## src/rtl/wsg_voice_sequencer_if.sv

```systemverilog
// Signal bundle for the WSG voice sequencer: CPU register writes, the shared
// waveform ROM port and the mixed sample output.
interface wsg_voice_sequencer_if;
    logic        wr_en;
    logic [15:0] ram_addr;
    logic [7:0]  cpu_data;
    logic        snd_enable;
    logic [7:0]  rom_addr;
    logic [3:0]  rom_data;
    logic [9:0]  sample_out;
    logic        sample_valid;

    // The master side plays both the CPU and the waveform ROM.
    modport master (
        output wr_en, ram_addr, cpu_data, snd_enable, rom_data,
        input  rom_addr, sample_out, sample_valid
    );

    modport slave (
        input  wr_en, ram_addr, cpu_data, snd_enable, rom_data,
        output rom_addr, sample_out, sample_valid
    );
endinterface

```

## src/rtl/wsg_voice_sequencer.sv

```systemverilog
// Three-voice wavetable sequencer: owns per-voice registers and accumulators and,
// once per sample tick, walks voices 0..2 through one shared ROM and one MAC.
module wsg_voice_sequencer #(
    parameter int unsigned TICK_DIV = 1042,
    parameter logic [15:0] REG_BASE = 16'h5040
) (
    input  logic                 clk,
    input  logic                 rst,
    wsg_voice_sequencer_if.slave bus
);
    typedef enum logic [3:0] {
        S_IDLE, S_ACC0, S_WAIT0, S_MAC0, S_ACC1, S_WAIT1, S_MAC1,
        S_ACC2, S_WAIT2, S_MAC2, S_OUT
    } state_t;

    state_t      state, state_next;
    logic [15:0] tick_cnt;
    logic        tick;

    logic [2:0]  wave [3];
    logic [19:0] freq [3];
    logic [3:0]  vol  [3];
    logic [19:0] acc  [3];
    logic [9:0]  mix;
    logic [7:0]  rom_addr_q;
    logic [9:0]  sample_q;
    logic        valid_q;

    logic        start, acc_step, mac_step, out_step;
    logic [1:0]  voice;
    logic [19:0] acc_sum;
    logic [7:0]  product;

    logic [15:0] reg_off;
    logic        in_window;
    logic [4:0]  off;
    logic [3:0]  nib;
    logic [2:0]  v1_idx, v2_idx;
    logic        unused_data;

    assign tick = (tick_cnt == 16'(TICK_DIV - 1));

    // NOTE: sequential state uses <= so every flop samples pre-edge values; this is
    // also why a register read on the edge of its own write still sees the old value.
    always_ff @(posedge clk or negedge rst) begin
        if (!rst)      tick_cnt <= '0;
        else if (tick) tick_cnt <= '0;
        else           tick_cnt <= tick_cnt + 16'd1;
    end

    always_ff @(posedge clk or negedge rst) begin
        if (!rst) state <= S_IDLE;
        else      state <= state_next;
    end

    // NOTE: every signal gets a default before the case so no path infers a latch.
    always_comb begin
        state_next = state;
        start      = 1'b0;
        acc_step   = 1'b0;
        mac_step   = 1'b0;
        out_step   = 1'b0;
        voice      = 2'd0;
        case (state)
            S_IDLE:  if (tick) begin state_next = S_ACC0; start = 1'b1; end
            S_ACC0:  begin acc_step = 1'b1; state_next = S_WAIT0; end
            S_WAIT0: state_next = S_MAC0;
            S_MAC0:  begin mac_step = 1'b1; state_next = S_ACC1; end
            S_ACC1:  begin acc_step = 1'b1; voice = 2'd1; state_next = S_WAIT1; end
            S_WAIT1: state_next = S_MAC1;
            S_MAC1:  begin mac_step = 1'b1; voice = 2'd1; state_next = S_ACC2; end
            S_ACC2:  begin acc_step = 1'b1; voice = 2'd2; state_next = S_WAIT2; end
            S_WAIT2: state_next = S_MAC2;
            S_MAC2:  begin mac_step = 1'b1; voice = 2'd2; state_next = S_OUT; end
            S_OUT:   begin out_step = 1'b1; state_next = S_IDLE; end
            default: state_next = S_IDLE;
        endcase
    end

    assign acc_sum = acc[voice] + freq[voice];
    assign product = 8'(bus.rom_data) * 8'(vol[voice]);

    // Offsets outside 0..31 land in reg_off[15:5], including addresses below the base.
    assign reg_off     = bus.ram_addr - REG_BASE;
    assign in_window   = (reg_off[15:5] == 11'd0);
    assign off         = reg_off[4:0];
    assign nib         = bus.cpu_data[3:0];
    assign v1_idx      = 3'(off - 5'h15);
    assign v2_idx      = 3'(off - 5'h1A);
    assign unused_data = ^bus.cpu_data[7:4];

    // NOTE: the register file is only a few flops, so every entry is cleared by reset.
    always_ff @(posedge clk or negedge rst) begin
        if (!rst) begin
            for (int v = 0; v < 3; v++) begin
                wave[v] <= '0;
                freq[v] <= '0;
                vol[v]  <= '0;
                acc[v]  <= '0;
            end
            mix        <= '0;
            rom_addr_q <= '0;
            sample_q   <= '0;
            valid_q    <= 1'b0;
        end else begin
            if (bus.wr_en && in_window) begin
                case (off)
                    5'h05: wave[0] <= nib[2:0];
                    5'h0A: wave[1] <= nib[2:0];
                    5'h0F: wave[2] <= nib[2:0];
                    5'h10, 5'h11, 5'h12, 5'h13, 5'h14:
                        freq[0][{off[2:0], 2'b00} +: 4] <= nib;
                    5'h15: vol[0] <= nib;
                    5'h16, 5'h17, 5'h18, 5'h19:
                        freq[1][{v1_idx, 2'b00} +: 4] <= nib;
                    5'h1A: vol[1] <= nib;
                    5'h1B, 5'h1C, 5'h1D, 5'h1E:
                        freq[2][{v2_idx, 2'b00} +: 4] <= nib;
                    5'h1F: vol[2] <= nib;
                    default: ;
                endcase
            end

            if (start) mix <= '0;
            if (acc_step) begin
                acc[voice] <= acc_sum;
                rom_addr_q <= {wave[voice], acc_sum[19:15]};
            end
            if (mac_step) mix <= mix + 10'(product);

            valid_q <= out_step;
            if (out_step) sample_q <= bus.snd_enable ? mix : 10'd0;
        end
    end

    assign bus.rom_addr     = rom_addr_q;
    assign bus.sample_out   = sample_q;
    assign bus.sample_valid = valid_q;
endmodule
```

## src/flat_wrapper.sv

```systemverilog
// flat-port wrapper written by rule: the top's interface ports become plain ports
module wsg_voice_sequencer_flat 
#(
    parameter int unsigned TICK_DIV = 1042,
    parameter logic [15:0] REG_BASE = 16'h5040
)
  (clk, rst, bus_wr_en, bus_ram_addr, bus_cpu_data, bus_snd_enable, bus_rom_data, bus_rom_addr, bus_sample_out, bus_sample_valid);
  wsg_voice_sequencer_if bus_i ();
  input  logic clk;
  input  logic rst;
  input wire logic [$bits(bus_i.wr_en)-1:0] bus_wr_en;
  input wire logic [$bits(bus_i.ram_addr)-1:0] bus_ram_addr;
  input wire logic [$bits(bus_i.cpu_data)-1:0] bus_cpu_data;
  input wire logic [$bits(bus_i.snd_enable)-1:0] bus_snd_enable;
  input wire logic [$bits(bus_i.rom_data)-1:0] bus_rom_data;
  output wire logic [$bits(bus_i.rom_addr)-1:0] bus_rom_addr;
  output wire logic [$bits(bus_i.sample_out)-1:0] bus_sample_out;
  output wire logic [$bits(bus_i.sample_valid)-1:0] bus_sample_valid;
  assign bus_i.wr_en = bus_wr_en;
  assign bus_i.ram_addr = bus_ram_addr;
  assign bus_i.cpu_data = bus_cpu_data;
  assign bus_i.snd_enable = bus_snd_enable;
  assign bus_i.rom_data = bus_rom_data;
  assign bus_rom_addr = bus_i.rom_addr;
  assign bus_sample_out = bus_i.sample_out;
  assign bus_sample_valid = bus_i.sample_valid;
  wsg_voice_sequencer #(.TICK_DIV(TICK_DIV), .REG_BASE(REG_BASE)) u_core (.clk(clk), .rst(rst), .bus(bus_i));
endmodule
```

## config.mk

```make
export PLATFORM = sky130hd
export DESIGN_NAME = wsg_voice_sequencer_flat
export DESIGN_NICKNAME = d
export VERILOG_FILES = /design/src/rtl/wsg_voice_sequencer_if.sv /design/src/rtl/wsg_voice_sequencer.sv /design/src/flat_wrapper.sv
export SDC_FILE = /design/constraint.sdc
export NUM_CORES = 1
export LEC_CHECK = 0
export CORE_ASPECT_RATIO = 1.4
export CORE_UTILIZATION = 48
export DETAILED_ROUTE_END_ITERATION = 8
export GPL_TIMING_DRIVEN = 0
export PLACE_DENSITY = 0.68
export SETUP_SLACK_MARGIN = 0.1
export SYNTH_ARGS = -nofsm -noshare
export SYNTH_HDL_FRONTEND = slang
export SYNTH_SLANG_ARGS = --single-unit
```

## constraint.sdc

```tcl
create_clock -name clk -period 4.95 [get_ports clk]
set_clock_uncertainty 0.15 [all_clocks]
set_input_delay 0.99 -clock clk [delete_from_list [all_inputs] [get_ports clk]]
set_output_delay 0.99 -clock clk [all_outputs]
set_load 0.01 [all_outputs]
```

After elaboration in Yosys (flattened, before gate mapping)
Index checks and enable logic that the tools add are counted.
{"block": "totals", "ff_bits": 190, "latch_bits": 0, "ram_bits": 0, "romBits": 0, "in_bits": 32, "output_inout_bits": 19, "elab_cells": 119, "mem_count": 0}
{"block": "op_classes", "addsub": 9, "mul": 1, "n_div": 0, "order_cmp": 2, "eq_ne": 31, "shifts": 6, "muxes": 30, "bitwise_logic": 1, "n_reduce_logical": 21}
{"operator": "$mux W20", "n": 5}
{"operator": "$bmux W20 S2", "n": 2}
{"operator": "$eq A5 B5 Y1 const B", "n": 16}
{"operator": "$bwmux W20", "n": 3}
{"operator": "$bwmux W60", "n": 1}
{"operator": "$shift A4 B7 Y20 const A", "n": 3}
{"operator": "$shiftx A4 B7 Y20", "n": 3}
{"operator": "$demux W20 S2", "n": 1}
{"operator": "$pmux W4 S10", "n": 1}
{"operator": "$mux W10", "n": 3}
{"operator": "$neg A5 Y7", "n": 3}
{"operator": "$add A20 B20 Y20", "n": 1}
{"operator": "$reduce_and A2 Y1", "n": 9}
{"operator": "$add A16 B1 Y16 const B", "n": 1}
{"operator": "$eq A16 B11 Y1 const B", "n": 1}
{"operator": "$eq A4 B3 Y1 const B", "n": 4}
{"operator": "$mux W16", "n": 1}
{"operator": "$sub A16 B15 Y16 const B", "n": 1}
{"operator": "$eq A4 B4 Y1 const B", "n": 3}
{"operator": "$mux W4", "n": 3}
{"operator": "$logic_not A11 Y1", "n": 1}
{"operator": "$add A10 B8 Y10", "n": 1}
{"operator": "$eq A5 B4 Y1 const B", "n": 2}
{"operator": "$bmux W4 S2", "n": 1}
{"operator": "21 further kinds", "n": 31}

Logic depth before layout (Yosys ltp)
{"block": "logic_depth", "ltp_word": 10, "ltp_mapped": 20, "ltp_nobuf": 18}

Least setup slack after synthesis
Ideal clock, no wire load.
{"block": "synth_timing", "path_type": "register to register", "start": "register u_core.state[3]", "end": "register u_core.mix[9]", "setup_time_ns": 0.079, "arrival_ns": 4.508, "required_ns": 4.721, "slack_ns": 0.213, "stages_incl_launch_ff": 20, "path_buffers": 2, "period_less_slack_ns": 4.737, "cell_sequence": "dfrtp_1 -> buf_2 -> and4b_1 -> nor2_1 -> clkbuf_1 -> nor2_1 -> a31oi_1 -> nand2_1 -> fa_1 -> fa_1 -> fa_1 -> inv_1 -> ha_1 -> a21o_1 -> a21o_1 -> a21o_1 -> a21oi_1 -> o21ai_0 -> o211ai_1 -> mux2i_1"}
{"block": "synth_between", "elab_chain_len": 10, "elab_cells_between_ends": 20, "classes_between": "1 x add/sub; 1 x mul; 5 x eq/ne; 7 x mux; 1 x bitwise; 5 x reduce/logical"}
{"element": "start: declaration", "line_no": "wsg_voice_sequencer.sv:16", "text": "state_t state, state_next;"}
{"element": "start signal: assignment", "line_no": "wsg_voice_sequencer.sv:53", "text": "else state <= state_next;"}
{"element": "$eq A4 B3 Y1 / $eq A4 B4 Y1 (equally long branches)", "line_no": "wsg_voice_sequencer.sv:64", "text": "case (state)"}
{"element": "$reduce_or A2 Y1 (no source line)"}
{"element": "$pmux W2 S2", "line_no": "wsg_voice_sequencer.sv:64"}
{"element": "$not A2 Y3 (implied by the code)", "line_no": "wsg_voice_sequencer.sv:81", "text": "assign product = 8'(bus.rom_data) * 8'(vol[voice]);"}
{"element": "$bmux W4 S2", "line_no": "wsg_voice_sequencer.sv:81"}
{"element": "$mux W4 (implied by the code) (2 in a row)", "line_no": "wsg_voice_sequencer.sv:81"}
{"element": "$mul A4 B4 Y8", "line_no": "wsg_voice_sequencer.sv:81"}
{"element": "$add A10 B8 Y10", "line_no": "wsg_voice_sequencer.sv:129", "text": "if (mac_step) mix <= mix + 10'(product);"}
{"element": "$mux W10", "line_no": "wsg_voice_sequencer.sv:129"}
{"element": "end signal: assignment", "line_no": "wsg_voice_sequencer.sv:129"}
{"element": "end: declaration", "line_no": "wsg_voice_sequencer.sv:24", "text": "logic [9:0] mix;"}
Parallel ways exist; a longest one is shown, timed or not. The select of a mux whose other input is x is not followed.
A chain may end at the register's enable or synchronous reset.

Final worst setup path
Same ends and word-level chain as after synthesis.

==> metrics <==
fin worst setup slack=0.304 ns; global-route wire length before repair=42300 um; Hold Fails Final Rpt=0; Cell variety after synth=64; clock sinks=190; Post-synth EDFFs=0; Post-Route WL=25700 um; Worst Path Required=5.16 ns; Post-synth top flop=dfrtp_1; Die H=176 um; Slew HR=43.6%; Post-Syn Instances=1092; port bufs=41; final setup TNS=0 ns; FILL cells=1886; Leak=5.74 nW; initial antenna violation count=0; post-place setup slack=-0.470 ns; Root Driver=clkbuf_16; Worst Setup Start Kind=flop; most frequent cells in the layout=244 x nand2_1, 188 x dfrtp_1, 98 x o21ai_0; Layout area overhead=15.1%; Avg WL per Cell=17.9 um; Placer Congestion=0.918; Iter 0 DRT Violations=554; nets=1255; Setup Viol. Count Final=0; asr flop ratio synth=100%; die area=22100 sq um; MaxCap Viol Count=0; Antenna Violating Nets Remaining=0; # DRC=0; ant diodes=0; Critical Path AT=4.86 ns; vias=8167; GRT Residual Overflow=0; worst hold path type=reg2reg; Yosys reg bits=190; drt pass-1 iters=5; # rows=63; Slew Viols, Final=0; Die W=126 um; CTS Buffer Depth=2; vias in the first global route=8184; mapped cell area=10300 sq um; Post-Synthesis Mean Instance Area=9.47 sq um; Synth warnings=0; cts bufs inserted=17; core outline area=21100 sq um; FMAX=0.215 GHz; worst setup path category=reg2reg; post-route cell area=11900 sq um; status=complete, no violations; IO Pins=51; Mapped Nets=1185; post-route clock period utilization=93.9%; min cycle time layout=4.65 ns; most common cell after layout, fill and taps aside=nand2_1; total power draw=3.07 mW; global-route usage over all layers=24.7%; clock transition at the registers of the reported paths=0.07 ns; Max FO, Critical Path=10; maximum VDD drop=0.266 mV; RSZ-0062 raised after global routing=no; Slew @ Worst Pin=0.839 ns; critical path endpoint category=flop; largest net degree at the start of global routing=106; dpl cell area=11100 sq um; worst-skew pair later-pin latency=0.44 ns; H-tree depth=4; CTS tree=built; layout cells sized above 1=12.9%; Vias per Instance=5.69; Initial Utilization=49.0%; Hold Path Stages=2; Power Density=258 nW/um^2; Final HPWL DP=18400 um; R2R depth=18; register area share after synthesis=46.0%
sequential cells by signal, indices dropped and copies added, names as in the netlist, 4 cells and up:
name	count
u_core.vol	12
u_core.mix	10
u_core.acc	60
u_core.state	4
u_core.bus.sample_out	10
u_core.bus.rom_addr	8
u_core.wave	9
u_core.tick_cnt	16
u_core.freq	60
layer usage:
metal  wire, um  vias to the layer above  track usage [%]
li1           -                     3926                -
met5          0                        -                0
met4        920                        0             11.8
met3        934                       63             3.75
met1      10900                     3978             30.1
met2      12900                      200             42.7
final cells by class:
type | instances | area (sq um) | area share (%)
plain buffers | 55 | 251 | 2.11
clock buffers | 20 | 467 | 3.92
clock inverters | 12 | 126 | 1.06
inverters | 35 | 135 | 1.13
multi-input cells | 812 | 5320 | 44.7
flip-flops and latches | 190 | 4760 | 39.9
well taps | 260 | 325 | 2.73
repair buffers | 51 | 528 | 4.43
worst paths after layout:
path / startpoint / slack (ns) / to
max in group asynchronous: rst / 3.29 / u_core.freq[4]
worst min register to register: u_core.acc[27] / 0.33 / u_core.acc[27]
min in group asynchronous: rst / 0.46 / u_core.bus.sample_valid
worst min-delay path: u_core.acc[27] / 0.33 / u_core.acc[27]
worst max register to register: u_core.state[3] / 0.30 / u_core.mix[9]
worst max-delay path: u_core.state[3] / 0.30 / u_core.mix[9]
Yosys cell counts, types with 3 or more instances:
| library cell | n | area [sq um] |
|---|---|---|
| nand4b_1 | 3 | 26.3 |
| buf_1 | 4 | 15.0 |
| and2_1 | 16 | 100 |
| a21bo_2 | 5 | 50.1 |
| fa_1 | 10 | 200 |
| a21oi_1 | 27 | 135 |
| o211ai_1 | 4 | 30.0 |
| o21ai_0 | 99 | 495 |
| mux2_4 | 4 | 60.1 |
| inv_1 | 33 | 124 |
| and3_1 | 15 | 93.8 |
| a22o_1 | 14 | 123 |
| xor2_1 | 18 | 158 |
| clkbuf_1 | 46 | 173 |
| or3_1 | 3 | 18.8 |
| nand3b_1 | 4 | 30.0 |
| mux2_2 | 59 | 664 |
| nand4_1 | 10 | 62.6 |
| nor2_1 | 58 | 218 |
| dfrtp_1 | 190 | 4750 |
| nand2b_1 | 4 | 25.0 |
| nand2_1 | 245 | 920 |
| a221o_1 | 3 | 30.0 |
| o31ai_1 | 3 | 22.5 |
| ha_1 | 51 | 638 |
| xnor2_1 | 23 | 201 |
| o22ai_1 | 4 | 25.0 |
| nand3_1 | 21 | 105 |
| nor3_1 | 12 | 60.1 |
| nor4b_1 | 4 | 35.0 |
| a21o_1 | 11 | 82.6 |
| a31oi_1 | 26 | 163 |
| buf_2 | 4 | 20.0 |
| a22oi_1 | 20 | 150 |
critical path, cell delays in order, from the launching register on:
cell      delay (ns)
dfrtp_1         0.38
buf_6           0.14
nor3b_1         0.25
clkbuf_4        0.28
nand2_1         0.09
a31oi_2         0.23
nand2_1         0.11
fa_1            0.57
fa_1            0.44
fa_1            0.51
inv_1           0.06
ha_4            0.25
a21o_1          0.17
a21o_1          0.20
a21o_1          0.19
a21oi_2         0.13
o21ai_0         0.09
o211ai_1        0.12
mux2i_1         0.22
report_power, final:
part | switching (mW) | total, mW | internal [mW]
Sequential | 0.000141 | 1.55 | 1.55
Combinational | 0.0860 | 0.124 | 0.0380
Clock | 0.643 | 1.39 | 0.750
metrics by stage:
step,utilization [%],hold slack [ns],std cells
floorplan,-,0.296,1092
global placement,52.4,0.310,1393
detailed placement,52.6,0.319,1394
CTS,55.7,0.334,1426
global route,56.4,0.355,1435
finish,56.4,0.327,1435
repair_timing:
item,CTS,global route
setup buffers,0,8
endpoints found under the setup margin,22,47
hold buffers,0,0
pin swaps,2,4
gates resized for setup,17,25
cloned,0,1
logic make-up after synthesis:
group | count (synthesis) | share of synthesized area, %
adders and majority gates | 61 | 8.10
and+or+nand+nor | 416 | 18.2
buffers and inverters | 90 | 3.39
DFF | 190 | 46.0
xor gates and xnor gates | 41 | 3.47
AOI/OAI and AO/OA | 229 | 13.7
muxes | 65 | 7.20
(Power assumes the default switching activity.)
